--- config.mk ---
export PLATFORM = sky130hd
export DESIGN_NAME = mux_serializer_ctrl_flat
export DESIGN_NICKNAME = d
export VERILOG_FILES = /design/src/rtl/mux_serializer_ctrl_if.sv /design/src/rtl/mux_serializer_ctrl.sv /design/src/flat_wrapper.sv
export SDC_FILE = /design/constraint.sdc
export NUM_CORES = 1
export LEC_CHECK = 0
export CELL_PAD_IN_SITES_DETAIL_PLACEMENT = 1
export CELL_PAD_IN_SITES_GLOBAL_PLACEMENT = 2
export CORE_ASPECT_RATIO = 1.5
export CORE_MARGIN = 5
export CORE_UTILIZATION = 21
export CTS_CLUSTER_DIAMETER = 100
export CTS_CLUSTER_SIZE = 10
export DETAILED_ROUTE_END_ITERATION = 8
export PLACE_DENSITY = 0.85
export SYNTH_ARGS = -nofsm -noshare
export SYNTH_HDL_FRONTEND = slang
export SYNTH_SLANG_ARGS = --single-unit
--- constraint.sdc ---
create_clock -name clk -period 1.7 [get_ports clk]
set_input_delay 0.51 -clock clk [delete_from_list [all_inputs] [get_ports clk]]
set_output_delay 0.51 -clock clk [all_outputs]
set_load 0.03 [all_outputs]
--- src/rtl/mux_serializer_ctrl_if.sv ---
// Handshake and mux-side bus of the 8:1 parallel-to-serial front end.
// master = upstream/word source side, slave = the serializer itself.
interface mux_serializer_ctrl_if;
    logic [7:0] din;
    logic       din_valid;
    logic       din_ready;
    logic [7:0] data_q;
    logic [2:0] sel;
    logic       sout;
    logic       sout_valid;
    logic       sout_first;
    logic       sout_last;
    logic       busy;

    modport master (
        output din, din_valid,
        input  din_ready, data_q, sel, sout, sout_valid, sout_first, sout_last, busy
    );

    modport slave (
        input  din, din_valid,
        output din_ready, data_q, sel, sout, sout_valid, sout_first, sout_last, busy
    );
endinterface

--- src/rtl/mux_serializer_ctrl.sv ---
// Parallel-to-serial front end for the 8:1 mux: holds a word on data_q and steps sel 0..7.
// Optional even-parity cycle after bit 7 when SERIALIZER_PARITY_EN is defined.
module mux_serializer_ctrl #(
    parameter int unsigned GAP_CYCLES = 0
) (
    input  logic                  clk,
    input  logic                  rst,
    mux_serializer_ctrl_if.slave  ser
);
    typedef enum logic [1:0] {
        ST_IDLE  = 2'd0,
        ST_SHIFT = 2'd1,
        ST_PAR   = 2'd2,
        ST_GAP   = 2'd3
    } state_t;

    localparam bit         BACK_TO_BACK = (GAP_CYCLES == 0);
    localparam state_t     ST_DONE      = (GAP_CYCLES > 0) ? ST_GAP : ST_IDLE;
    localparam logic [3:0] GAP_LOAD     = (GAP_CYCLES > 0) ? 4'(GAP_CYCLES - 1) : 4'd0;

    state_t     state;
    state_t     state_nxt;
    logic [7:0] data_r;
    logic [2:0] sel_r;
    logic [3:0] gap_cnt;
    logic       last_cycle;
    logic       ready;
    logic       accept;
    logic       shifting;

    always_ff @(posedge clk) begin
        if (rst) state <= ST_IDLE;
        else     state <= state_nxt;
    end

    // Shared decode: ready during the last serial cycle enables a bubble-free reload.
    always_comb begin
`ifdef SERIALIZER_PARITY_EN
        last_cycle = (state == ST_PAR);
`else
        last_cycle = (state == ST_SHIFT) && (sel_r == 3'd7);
`endif
        ready  = !rst && ((state == ST_IDLE) || (BACK_TO_BACK && last_cycle));
        accept = ser.din_valid && ready;
    end

    always_comb begin
        state_nxt = state;
        case (state)
            ST_IDLE:  if (accept) state_nxt = ST_SHIFT;
            ST_SHIFT: begin
                if (sel_r == 3'd7) begin
`ifdef SERIALIZER_PARITY_EN
                    state_nxt = ST_PAR;
`else
                    state_nxt = accept ? ST_SHIFT : ST_DONE;
`endif
                end
            end
            ST_PAR:   state_nxt = accept ? ST_SHIFT : ST_DONE;
            ST_GAP:   if (gap_cnt == '0) state_nxt = ST_IDLE;
            default:  state_nxt = ST_IDLE;
        endcase
    end

    // sel only wraps through a load; it parks at 7 until the next word.
    always_ff @(posedge clk) begin
        if (rst) begin
            data_r  <= '0;
            sel_r   <= '0;
            gap_cnt <= '0;
        end else begin
            if (accept) begin
                data_r <= ser.din;
                sel_r  <= '0;
            end else if ((state == ST_SHIFT) && (sel_r != 3'd7)) begin
                sel_r <= sel_r + 3'd1;
            end

            if (state != ST_GAP)     gap_cnt <= GAP_LOAD;
            else if (gap_cnt != '0)  gap_cnt <= gap_cnt - 4'd1;
        end
    end

    always_comb begin
        shifting       = !rst && ((state == ST_SHIFT) || (state == ST_PAR));
        ser.din_ready  = ready;
        ser.sout_valid = shifting;
        ser.sout_first = !rst && (state == ST_SHIFT) && (sel_r == 3'd0);
        ser.sout_last  = !rst && last_cycle;
        ser.busy       = !rst && (state != ST_IDLE);
        ser.sout       = 1'b0;
        if (shifting) ser.sout = (state == ST_PAR) ? ^data_r : data_r[sel_r];
    end

    assign ser.data_q = data_r;
    assign ser.sel    = sel_r;
endmodule

--- src/flat_wrapper.sv ---
// flat-port wrapper written by rule: the top's interface ports become plain ports
module mux_serializer_ctrl_flat 
#(
    parameter int unsigned GAP_CYCLES = 0
)
  (clk, rst, ser_din, ser_din_valid, ser_din_ready, ser_data_q, ser_sel, ser_sout, ser_sout_valid, ser_sout_first, ser_sout_last, ser_busy);
  mux_serializer_ctrl_if ser_i ();
  input  logic clk;
  input  logic rst;
  input wire logic [$bits(ser_i.din)-1:0] ser_din;
  input wire logic [$bits(ser_i.din_valid)-1:0] ser_din_valid;
  output wire logic [$bits(ser_i.din_ready)-1:0] ser_din_ready;
  output wire logic [$bits(ser_i.data_q)-1:0] ser_data_q;
  output wire logic [$bits(ser_i.sel)-1:0] ser_sel;
  output wire logic [$bits(ser_i.sout)-1:0] ser_sout;
  output wire logic [$bits(ser_i.sout_valid)-1:0] ser_sout_valid;
  output wire logic [$bits(ser_i.sout_first)-1:0] ser_sout_first;
  output wire logic [$bits(ser_i.sout_last)-1:0] ser_sout_last;
  output wire logic [$bits(ser_i.busy)-1:0] ser_busy;
  assign ser_i.din = ser_din;
  assign ser_i.din_valid = ser_din_valid;
  assign ser_din_ready = ser_i.din_ready;
  assign ser_data_q = ser_i.data_q;
  assign ser_sel = ser_i.sel;
  assign ser_sout = ser_i.sout;
  assign ser_sout_valid = ser_i.sout_valid;
  assign ser_sout_first = ser_i.sout_first;
  assign ser_sout_last = ser_i.sout_last;
  assign ser_busy = ser_i.busy;
  mux_serializer_ctrl #(.GAP_CYCLES(GAP_CYCLES)) u_core (.clk(clk), .rst(rst), .ser(ser_i));
endmodule
== After elaboration in Yosys (flattened, before gate mapping) ==
Index checks and enable logic that the tools add are counted.

* Reductions and logical operators: 21
* Eq/ne operators: 9
* Add/subtract/negate cells: 2
* Multiplexer cells: 9
* Order comparisons: 1

{| class="wikitable"
|+ Operator list
! kind !! count
|-
| logical AND 1 bit || 9
|-
| one-hot mux 2 bit (4 select lines) || 1
|-
| XOR reduction 8 bit || 1
|-
| two-way mux 2 bit || 3
|-
| != test 2 x 1 -> 1 bit, second input constant || 3
|-
| == test 2 bit, second input constant || 2
|-
| logical NOT 4 bit || 1
|-
| less-than comparator 3 x 4 -> 1 bit, second input constant || 1
|-
| two-way mux 1 bit || 4
|-
| nonzero test 4 bit || 1
|-
| OR reduction 2 bit || 2
|-
| subtractor 4 x 1 -> 4 bit, second input constant || 1
|-
| adder 3 x 1 -> 3 bit, second input constant || 1
|-
| binary-select mux 1 bit (select 3 bit) || 1
|-
| == test 3 bit, second input constant || 1
|-
| logical NOT 3 bit || 1
|-
| != test 3 bit, second input constant || 1
|-
| AND reduction 3 bit || 1
|-
| == test 2 x 1 -> 1 bit, second input constant || 1
|-
| logical NOT 2 bit || 1
|-
| logical OR 1 bit || 2
|-
| != test 2 bit, second input constant || 1
|-
| nonzero test 2 bit || 1
|-
| logical NOT 1 bit || 1
|}

* Register bits after elaboration: 17
* Output and inout port bits: 17
* Input port bits: 11
* Logic and storage cells: 46

== Longest topological paths before layout ==
* Depth in word-level cells: 8
* Depth in mapped cells: 5
* Mapped depth without buffers: 5

== Least setup slack after synthesis ==
No wires, ideal clock.

* Path type: input to output
* Start: in rst
* End: out ser_sout
* Required time: 1.190 ns
* Path buffers: 0
* Slack: -0.567 ns
* Arrival time: 1.757 ns
* Stages on the path: 2
* Cell sequence: nor2b_1 > nor4b_2

* Cells in the longest elaborated chain, start to end: 3

{| class="wikitable"
|+ Ends and longest elaborated chain
! what !! line !! RTL
|-
| start, declared || flat_wrapper.sv:9 || <nowiki>input logic rst;</nowiki>
|-
| logical NOT 1 bit || mux_serializer_ctrl.sv:86 || <nowiki>shifting = !rst && ((state == ST_SHIFT) || (state == ST_PAR));</nowiki>
|-
| logical AND 1 bit || mux_serializer_ctrl.sv:86 ||
|-
| two-way mux 1 bit || mux_serializer_ctrl.sv:93 || <nowiki>if (shifting) ser.sout = (state == ST_PAR) ? ^data_r : data_r[sel_r];</nowiki>
|-
| end, declared || flat_wrapper.sv:15 || <nowiki>output wire logic [$bits(ser_i.sout)-1:0] ser_sout;</nowiki>
|}

Every way passes these cells.

== Final worst setup path ==
* Start: reg u_core.sel_r[2], in the netlist u_core.ser.sel[2]
* End: out ser_sout

* Cells in the longest elaborated chain, start to end: 4

{| class="wikitable"
|+ Ends and longest elaborated chain
! what !! line !! RTL
|-
| start, declared || mux_serializer_ctrl.sv:24 || <nowiki>logic [2:0] sel_r;</nowiki>
|-
| start signal, assigned || mux_serializer_ctrl.sv:77 || <nowiki>sel_r <= sel_r + 3'd1;</nowiki>
|-
| binary-select mux 1 bit (select 3 bit) || mux_serializer_ctrl.sv:93 ||
|-
| two-way mux 1 bit (implied by the code) || mux_serializer_ctrl.sv:93 ||
|-
| two-way mux 1 bit (2 in a row) || mux_serializer_ctrl.sv:93 ||
|}

Every way passes these cells. The select of a mux whose other input is x is not followed.

==> flow_summary_export.csv <==
group,metric,value,unit
outcome,outcome,"complete, but fails checks",
outcome,violations,"setup timing",
synthesis,synthTopCellsByCount,"dfxtp_1 (12), nor2b_1 (10), mux2_1 (8)",
drt,vias,591,
timing,fin_crit,1.94,ns
flow_run,maxCapViolCount,0,
floorplanning,dieArea,4160,sq um
synthesis,synth_edf_count,0,
synthesis,ys_seq_elements,12,
synthesis,avgSynthCellArea,10.3,sq um
drt,wl,1900,microns
timing,slew_headroom,79.7,%
setup_path,worst-path-max-fanout,2,
cts,path_clk_slew,0.05,ns
drt,initialDrtViolationCount,10,
drt,drc_errors,0,
cts,clockRootBuffer,"clkbuf_8",
power_and_ir_drop,cellPowerDensity,665,nW/um^2
final_layout,antenna_cells,0,
timing,setup_viol,4,
setup_path,cp_slowest_cell,"mux4_2",
worst_hold_path,hold_path_startpoint,"u_core.ser.data_q[0]",
drt,via_per_inst,4.28,
timing,slew_violations,0,
cts,cts.htree.levels,1,
cts,cts.path.max_buffers,2,
setup_path,r2r-end,"u_core.ser.data_q[6]",
global_routing,antenna_found_initial,0,
setup_path,rrSetupSlack,0.11,ns
floorplanning,die_h,76.5,microns
synthesis,ys_seq_area_share,38.8,%
setup_path,crit_chain,"mux4_2 -> nor2_2 -> nor4b_4 -> buf_6",
setup_path,worstPathRequired,1.19,ns
drt,antenna_left,0,
setup_path,crit_type,"reg2out",
setup_path,r2r_cells,6,
synthesis,synth_nets,74,
synthesis,yosysTopAreaCellShare,38.8,%
drt,routedWlPerCell,13.8,microns
setup_path,rr_startpoint,"u_core.ser.sel[1]",
timing,worstMarginPinSlew,0.305,ns
power_and_ir_drop,finalPower,778,uW
global_routing,grt_pass1_vias,643,
setup_path,critPathLaunchType,"flip-flop",
setup_path,arrival,1.43,ns
global_routing,grt_usage,10.4,%
floorplanning,coreArea,2880,sq um
synthesis,yosys.area.top_type,"dfxtp_1",
global_routing,grt_max_degree,10,
place,post-dp-hpwl,1450,microns
synthesis,syn-cell-area,619,sq um
worst_hold_path,min_path_cells,2,
worst_hold_path,min_to,"u_core.ser.data_q[0]",
synthesis,ys_types,21,
floorplanning,io_pins,28,
power_and_ir_drop,p_leak,0.000514,uW
synthesis,synthCells,60,
timing,hold_viol,0,
timing,max_freq,516,MHz
final_layout,num-nets-final,115,
cts,cts_tree,"done",
synthesis,synth_ff_type,"dfxtp_1",
floorplanning,rows,24,
timing,rsz0062_at_grt,"yes",
timing,whs,0.589,ns
cts,worstSkewPairLatency,0.24,ns
final_layout,drive_above_1_share,48.5,%
cts,cts_buffers,3,
cts,cts_hold_buffers,0,
worst_hold_path,hold_class,"reg2reg",
place,port_buffers,27,
floorplanning,fp.dieW,54.3,microns
place,gp_congestion,0.793,
power_and_ir_drop,ir_drop,0.411,mV
cts,cts.sinks,12,
global_routing,grt_pass1_wl,3090,microns
timing,setup_ws,-0.238,ns
synthesis,ys_warn_count,0,
timing,skew,0.00310,ns
setup_path,slowest_delay,0.50,ns
drt,drtPass1Iterations,4,
synthesis,async_reset_ff_share,0,%
setup_path,endpoint_kind,"output port",
final_layout,syn_to_final_growth,88.7,%
synthesis,yosysMostFrequentCell,"dfxtp_1",
global_routing,gr-total-overflow,0,
floorplanning,initial_core_util,21.5,%
synthesis,synth_area_leaders,"dfxtp_1 (39%), mux2_1 (15%), nor2b_1 (10%)",
timing,timing.final.crit_share,114,%
## area by class of cell
| cell class | count | area, sq um |
|---|---|---|
| clock buffers | 3 | 41.3 |
| fillers | 345 | 1710 |
| inverters | 2 | 10.0 |
| multi-input cells | 44 | 452 |
| flip-flops and latches | 12 | 263 |
| well taps | 39 | 48.8 |
| repair buffers | 38 | 354 |
## stage by stage
stage                     setup slack [ns]  util, %  instance area (sq um)  instances  setup TNS (ns)
after floorplan                    -0.0545        -                    662         60         -0.0545
after global placement              -0.348     35.7                   1030        131           -4.36
after detailed placement            -0.362     35.7                   1030        131           -4.42
after CTS                           -0.253     37.8                   1090        134          -0.549
after global routing                -0.294     40.5                   1170        138          -0.866
final                               -0.238     40.5                   1170        138          -0.635
## timing repair
action / 4_1_cts / 5_1_grt
pin swaps: 1 / 1
setup buffers: 0 / 4
setup endpoints to repair: 24 / 14
resized for setup: 20 / 12
gates cloned: 0 / 0
## worst max-delay path by stage
stage                       from  cells after the start  slack (ns)                    to
2_1_floorplan  u_core.ser.sel[2]                      3       -0.05              ser_sout
3_3_place_gp                 rst                      4       -0.35              ser_sout
3_5_place_dp                 rst                      4       -0.36  u_core.ser.data_q[6]
4_1_cts        u_core.ser.sel[2]                      4       -0.25              ser_sout
5_1_grt        u_core.ser.sel[2]                      4       -0.29              ser_sout
6_report       u_core.ser.sel[2]                      4       -0.24              ser_sout
## power breakdown
group	total, uW	switching (uW)	internal, uW	leakage [uW]
Combinational	198	98.5	99.2	0.000388
Clock	263	107	156	0.0000216
Sequential	317	18.2	299	0.000104
## layer usage
metal / track usage, % / part of all wire, %
met5: 0 / 0
met4: 7.48 / 3.4
met3: 1.96 / 3.8
met2: 15.8 / 53
met1: 12.3 / 40
## cell usage in the layout, fill, tap and decap left out
master,count
clkbuf_2,1
nor2_1,2
nor2_2,1
ha_1,1
buf_4,13
and2_1,1
clkbuf_8,3
nand3b_1,1
clkdlybuf4s50_1,9
and2_4,1
buf_6,3
nand3b_4,1
nor4b_4,1
dfxtp_2,6
mux2_1,8
nand2b_4,1
buf_12,2
a2111oi_4,1
inv_4,1
a21oi_1,3
mux4_2,1
inv_2,1
nor2b_4,2
dfxtp_4,4
or3_1,2
and3_2,1
mux2i_1,1
and3b_2,1
dlygate4sd2_1,10
nand2_1,3
dfxtp_1,2
nor2b_1,8
ha_4,2
nor2_4,1
## cells by family after synthesis
| family | synth area share (%) |
|---|---|
| buffers and inverters | 3.23 |
| AND/OR/NAND/NOR | 27.7 |
| AO/OA/AOI/OAI | 3.84 |
| flip-flops | 38.8 |
| adder cells (fa/ha/maj) | 6.06 |
| multiplexers | 20.4 |
## flip-flops by register name, indices dropped and copies added (netlist names)
name	count
u_core.ser.sel	3
u_core.ser.data_q	8
u_core.state	1
## critical path, delay by kind of cell (launching register included)
kind / cells / cell delay, ns
muxes: 1 / 0.50
buffers and inverters: 1 / 0.14
and+or+nand+nor: 2 / 0.20
DFF: 1 / 0.34
(Power assumes the default switching activity.)
